$ cat src/rtl/sfp_norm_ctrl.sv
// Softmax-normalisation sequencer: buffers a vector, sums it, then streams (x << FRAC) / sum.
// Optional: define SFP_NORM_SKIP_ZERO_EN to bypass the divider for zero elements of a non-zero-sum vector.
module sfp_norm_ctrl #(
  parameter int N_ELEM = 8,
  parameter int DW     = 20,
  parameter int FRAC   = 8
) (
  input  logic          clk,
  input  logic          rst,
  input  logic          in_valid,
  output logic          in_ready,
  input  logic [DW-1:0] in_data,
  output logic          div_start,
  output logic [DW-1:0] div_a,
  output logic [DW-1:0] div_b,
  input  logic          div_busy,
  input  logic          div_done,
  input  logic          div_valid,
  input  logic [DW-1:0] div_val,
  output logic          out_valid,
  input  logic          out_ready,
  output logic [DW-1:0] out_data,
  output logic          out_last,
  output logic          out_err
);

  localparam int IW = $clog2(N_ELEM);
  localparam logic [IW-1:0] LAST_IDX = IW'(N_ELEM - 1);
  localparam logic [DW-1:0] MAX_VAL  = '1;

  typedef enum logic [1:0] {S_LOAD, S_ISSUE, S_WAIT, S_OUT} state_t;

  state_t        state;
  logic [IW-1:0] idx;
  logic [DW-1:0] sum;
  logic [DW-1:0] elem_mem [N_ELEM];

  function automatic logic [DW-1:0] sat_add(input logic [DW-1:0] a, input logic [DW-1:0] b);
    logic [DW:0] s;
    s = {1'b0, a} + {1'b0, b};
    return s[DW] ? MAX_VAL : s[DW-1:0];
  endfunction

  // Shift into a wide word so overflowing high bits saturate rather than vanish.
  function automatic logic [DW-1:0] sat_shift(input logic [DW-1:0] x);
    logic [DW+FRAC-1:0] w;
    w = {{FRAC{1'b0}}, x} << FRAC;
    return (|w[DW+FRAC-1:DW]) ? MAX_VAL : w[DW-1:0];
  endfunction

  always_ff @(posedge clk) begin
    if (state == S_LOAD && in_valid)
      elem_mem[idx] <= in_data;
  end

  always_ff @(posedge clk or negedge rst) begin
    if (!rst) begin
      state     <= S_LOAD;
      idx       <= '0;
      sum       <= '0;
      in_ready  <= 1'b1;
      div_start <= 1'b0;
      div_a     <= '0;
      div_b     <= '0;
      out_valid <= 1'b0;
      out_data  <= '0;
      out_last  <= 1'b0;
      out_err   <= 1'b0;
    end else begin
      div_start <= 1'b0;
      case (state)
        S_LOAD: begin
          if (in_valid) begin
            sum <= sat_add(sum, in_data);
            if (idx == LAST_IDX) begin
              idx      <= '0;
              in_ready <= 1'b0;
              state    <= S_ISSUE;
            end else begin
              idx <= idx + 1'b1;
            end
          end
        end
        S_ISSUE: begin
`ifdef SFP_NORM_SKIP_ZERO_EN
          if (elem_mem[idx] == '0 && sum != '0) begin
            out_data  <= '0;
            out_err   <= 1'b0;
            out_last  <= (idx == LAST_IDX);
            out_valid <= 1'b1;
            state     <= S_OUT;
          end else if (!div_busy) begin
            div_a     <= sat_shift(elem_mem[idx]);
            div_b     <= sum;
            div_start <= 1'b1;
            state     <= S_WAIT;
          end
`else
          if (!div_busy) begin
            div_a     <= sat_shift(elem_mem[idx]);
            div_b     <= sum;
            div_start <= 1'b1;
            state     <= S_WAIT;
          end
`endif
        end
        S_WAIT: begin
          if (div_done) begin
            out_data  <= div_valid ? div_val : MAX_VAL;
            out_err   <= ~div_valid;
            out_last  <= (idx == LAST_IDX);
            out_valid <= 1'b1;
            state     <= S_OUT;
          end
        end
        S_OUT: begin
          if (out_ready) begin
            out_valid <= 1'b0;
            if (idx == LAST_IDX) begin
              idx      <= '0;
              sum      <= '0;
              in_ready <= 1'b1;
              state    <= S_LOAD;
            end else begin
              idx   <= idx + 1'b1;
              state <= S_ISSUE;
            end
          end
        end
        default: state <= S_LOAD;
      endcase
    end
  end

endmodule
$ cat config.mk
export PLATFORM = sky130hd
export DESIGN_NAME = sfp_norm_ctrl
export DESIGN_NICKNAME = d
export VERILOG_FILES = /design/src/rtl/sfp_norm_ctrl.sv
export SDC_FILE = /design/constraint.sdc
export NUM_CORES = 1
export LEC_CHECK = 0
export ABC_AREA = 1
export BUFFER_PORTS_ARGS = -buffer_cell sky130_fd_sc_hd__buf_2
export CAP_MARGIN = 20
export CORE_UTILIZATION = 30
export CTS_CLUSTER_DIAMETER = 200
export DETAILED_ROUTE_END_ITERATION = 8
export HOLD_SLACK_MARGIN = 0.02
export PLACE_DENSITY_LB_ADDON = 0.2
export SETUP_SLACK_MARGIN = 0.1
export SLEW_MARGIN = 20
export SYNTH_ARGS = -nofsm -noshare
export SYNTH_HDL_FRONTEND = slang
export SYNTH_SLANG_ARGS = --single-unit
$ cat constraint.sdc
create_clock -name clk -period 2.6 [get_ports clk]
set_input_delay 0.13 -clock clk [delete_from_list [all_inputs] [get_ports clk]]
set_output_delay 0.13 -clock clk [all_outputs]
set_load 0.02 [all_outputs]
==> flow_summary.yaml <==
placement:
  placed_cell_area_mm2: 0.0119
  post-place-ws_ns: 0.411
  port_buffers: 111
  placed_cells: 1588
  place_hpwl_mm: 19.6
  place_congestion: 0.817
sta:
  hold_viol_final: 0
  post-route-min-period_ns: 2.21
  tns_ns: 0
  setup_violations: 0
  whs_ns: 0.0408
  fmax_ghz: 0.453
  slew_headroom_pct: 39.5
  slew_violations: 0
  setup_ws_ns: 0.392
  rsz0062_at_grt: "no"
  finalCritPeriodShare_pct: 84.9
  finClkSkew_ns: 0.0202
  worst_slew_pin_slew_ns: 0.907
routing:
  ant_nets: 0
  vias: 7598
  wire_per_inst_um: 16.7
  drt-initial-drc-count: 443
  wl_mm: 28.2
  wl_met3_mm: 1.09
  drt_first_pass_iters: 7
  dr_wl_met2_mm: 14.2
  drc_errors: 0
  via_per_inst: 4.50
  m1WireLength_mm: 12.6
  dr.max_layer_used: "met5"
clock_tree:
  clockRootBuffer: "clkbuf_16"
  ctsHtreeMaxLevel: 1
  clock-sinks: 243
  cts.reportedPaths.clkPinSlew_ns: 0.05
  cts_made_buffers: 30
  cts_tree: "yes"
  clock_latency_ns: 0.56
  post_cts_buffers: 0
  cts_buffer_depth: 3
finish:
  drive_gt1_share_pct: 19.5
  final_util_pct: 38.4
  multi_input_comb_area_mm2: 0.00331
  fillerInstances: 3449
  syn_to_final_growth_pct: 25.1
  n_antenna_cell: 0
  finish.instance_area_mm2: 0.0134
  seqCellArea_mm2: 0.00688
  final_nets: 1285
  final_cells: 1689
die:
  fp.dieH_um: 191
  initial_core_util_pct: 30.7
  io_pins: 112
  die_w_um: 191
  dieArea_mm2: 0.0364
  core_area_mm2: 0.0348
  fp-row-count: 68
outcome:
  run_status: "completed"
setup_path:
  cp.arrival_ns: 2.64
  critPathKind: "register to register"
  worst_path_max_delay_cell: "fa_1"
  crit_top_cell: "nand2_1"
  critical-path-max-stage-delay_ns: 0.41
  worstPathMaxFanout: 4
  cp-start-kind: "register"
  cp_cell_sequence: "ha_1 > fa_1 > nand3_1 > nand3_1 > nand2_1 > nand2_1 > nand2_1 > nand2_1 > nand2_1 > nand2_1 > o21ai_1 > nand2_1"
  end_kind: "register"
  worstPathRequired_ns: 3.03
pwr:
  p_total_mw: 15.4
  ir_worst_vdd_mv: 0.694
  clkPwrFrac_pct: 27.4
  comb_power_share_pct: 37.7
  p_switching_mw: 5.90
  cellPowerDensity_mw_per_mm2: 1150
  sw_frac_of_total_pct: 38.3
  intPower_mw: 9.51
  p_leak_nw: 5.67
  seqPwrFrac_pct: 34.9
synthesis:
  syn_area_mm2: 0.0107
  yosysWarnings: 0
  synth.avg_cell_area_um2: 10.4
  synth_largest_area_cell: "edfxtp_1"
  ys_seq_area_share_pct: 64.4
  syn-num-nets: 1106
  ys_top_cells_by_area: "edfxtp_1 45%, dfrtp_1 19%, nand2_1 8.5%"
  synthArstFlopShare_pct: 34.2
  syn_inst: 1032
  synth_top_area_share_pct: 44.9
  synth_cell_types: 42
  synth_edf_count: 160
  synthFlopType: "edfxtp_1"
  ys_ff_latch: 243
global_route:
  gr-total-overflow: 0
  grt_pass1_wl_mm: 43.3
  grt_start_max_net_pins: 46
  grt_pass1_vias: 7398
  antenna_found_initial: 1
  track_usage_pct: 15.6
flow_run:
  maxCapViolCount: 0
min_path:
  worst_hold_path_type: "input pin to register"
## layout make-up
class	count	share of cell area [%]
Clock buffer	33	5.70
Inverter	87	2.44
Timing Repair Buffer	185	9.47
Sequential cell	243	51.4
Clock inverter	22	1.93
Multi-Input combinational cell	664	24.8
Tap cell	455	4.26
## layout by cell type (no fill, tap or decap), types with 7 or more instances in the layout
cell type,instances
ha_1,26
clkbuf_16,30
o22ai_1,22
o21ai_1,16
nor3_1,10
clkinv_1,7
edfxtp_1,160
nor2_2,13
nand3_1,34
dfrtp_1,82
o21ai_2,11
dlygate4sd3_1,46
or2_2,8
nand4_1,11
a21oi_1,15
clkinv_2,7
inv_1,81
nand2_1,243
nor2_1,137
buf_2,110
buf_4,26
o21ai_0,78
## worst max-delay path: cells and delay by family, from the launching register on
| kind | cells | cell delay [ns] |
|---|---|---|
| compound gates | 1 | 0.15 |
| fa+ha+maj | 2 | 0.62 |
| flops | 1 | 0.39 |
| simple gates | 9 | 0.92 |
## layer usage
layer	track usage, %	up-vias
li1	-	3824
met1	20.2	3624
met2	27.2	115
met3	2.52	33
met4	2.98	2
met5	0	-
## cells in the mapped netlist (all sizes together) (2+ instances only)
cell type    n
nand3       39
nor3        11
buf         19
xnor2        6
nand4       11
ha          26
a21oi       17
o21ai      105
o22ai       22
inv         87
nor2       152
dfrtp       82
nand2      248
o211ai       2
edfxtp     160
or2         10
xor2         2
o21bai       3
clkbuf      19
nand3b       4
## final timing paths
| kind | start | end | slack [ns] | depth (start not counted) |
|---|---|---|---|---|
| max in group asynchronous | rst | div_a[19] | 1.18 | 4 |
| worst min-delay path | out_ready | out_valid | 0.04 | 5 |
| worst max register to register | sum[0] | sum[1] | 0.39 | 12 |
| min in group asynchronous | rst | div_a[14] | 0.55 | 3 |
| worst max-delay path | sum[0] | sum[1] | 0.39 | 12 |
| worst min register to register | div_b[2] | div_b[2] | 0.47 | 2 |
## logic make-up (layout without fill, tap and decap cells)
group / after synthesis / after routing / synth area share [%]
adders and majority gates: 27 / 27 / 3.23
DFF: 243 / 243 / 64.4
xor gates and xnor gates: 8 / 8 / 0.655
buffers and inverters: 125 / 327 / 4.87
and+or+nand+nor: 478 / 478 / 18.9
AOI/OAI and AO/OA: 151 / 151 / 7.99
## flip-flops by register name, indices dropped and copies added (netlist names)
| signal | count |
|---|---|
| div_a | 13 |
| state | 2 |
| sum | 20 |
| out_valid | 1 |
| div_b | 20 |
| out_err | 1 |
| idx | 3 |
| in_ready | 1 |
| out_last | 1 |
| out_data | 20 |
| elem_mem | 160 |
| div_start | 1 |
## power by group through the flow
stage	Clock, mW	Sequential, mW	Combinational (mW)
finish	4.22	5.38	5.81
global route	4.49	5.48	6.54
CTS	4.33	5.39	5.91
detailed placement	0	5.46	5.84
global placement	0	5.44	5.82
floorplan	0	5.87	3.58
## what timing repair did
| item | in CTS | in global routing |
|---|---|---|
| endpoints found under the setup margin | 0 | 0 |
| gates resized for setup | 0 | 0 |
| endpoints found under the hold margin | 266 | 0 |
| hold buffers | 46 | 0 |
Power figures use the tool's default switching activity.
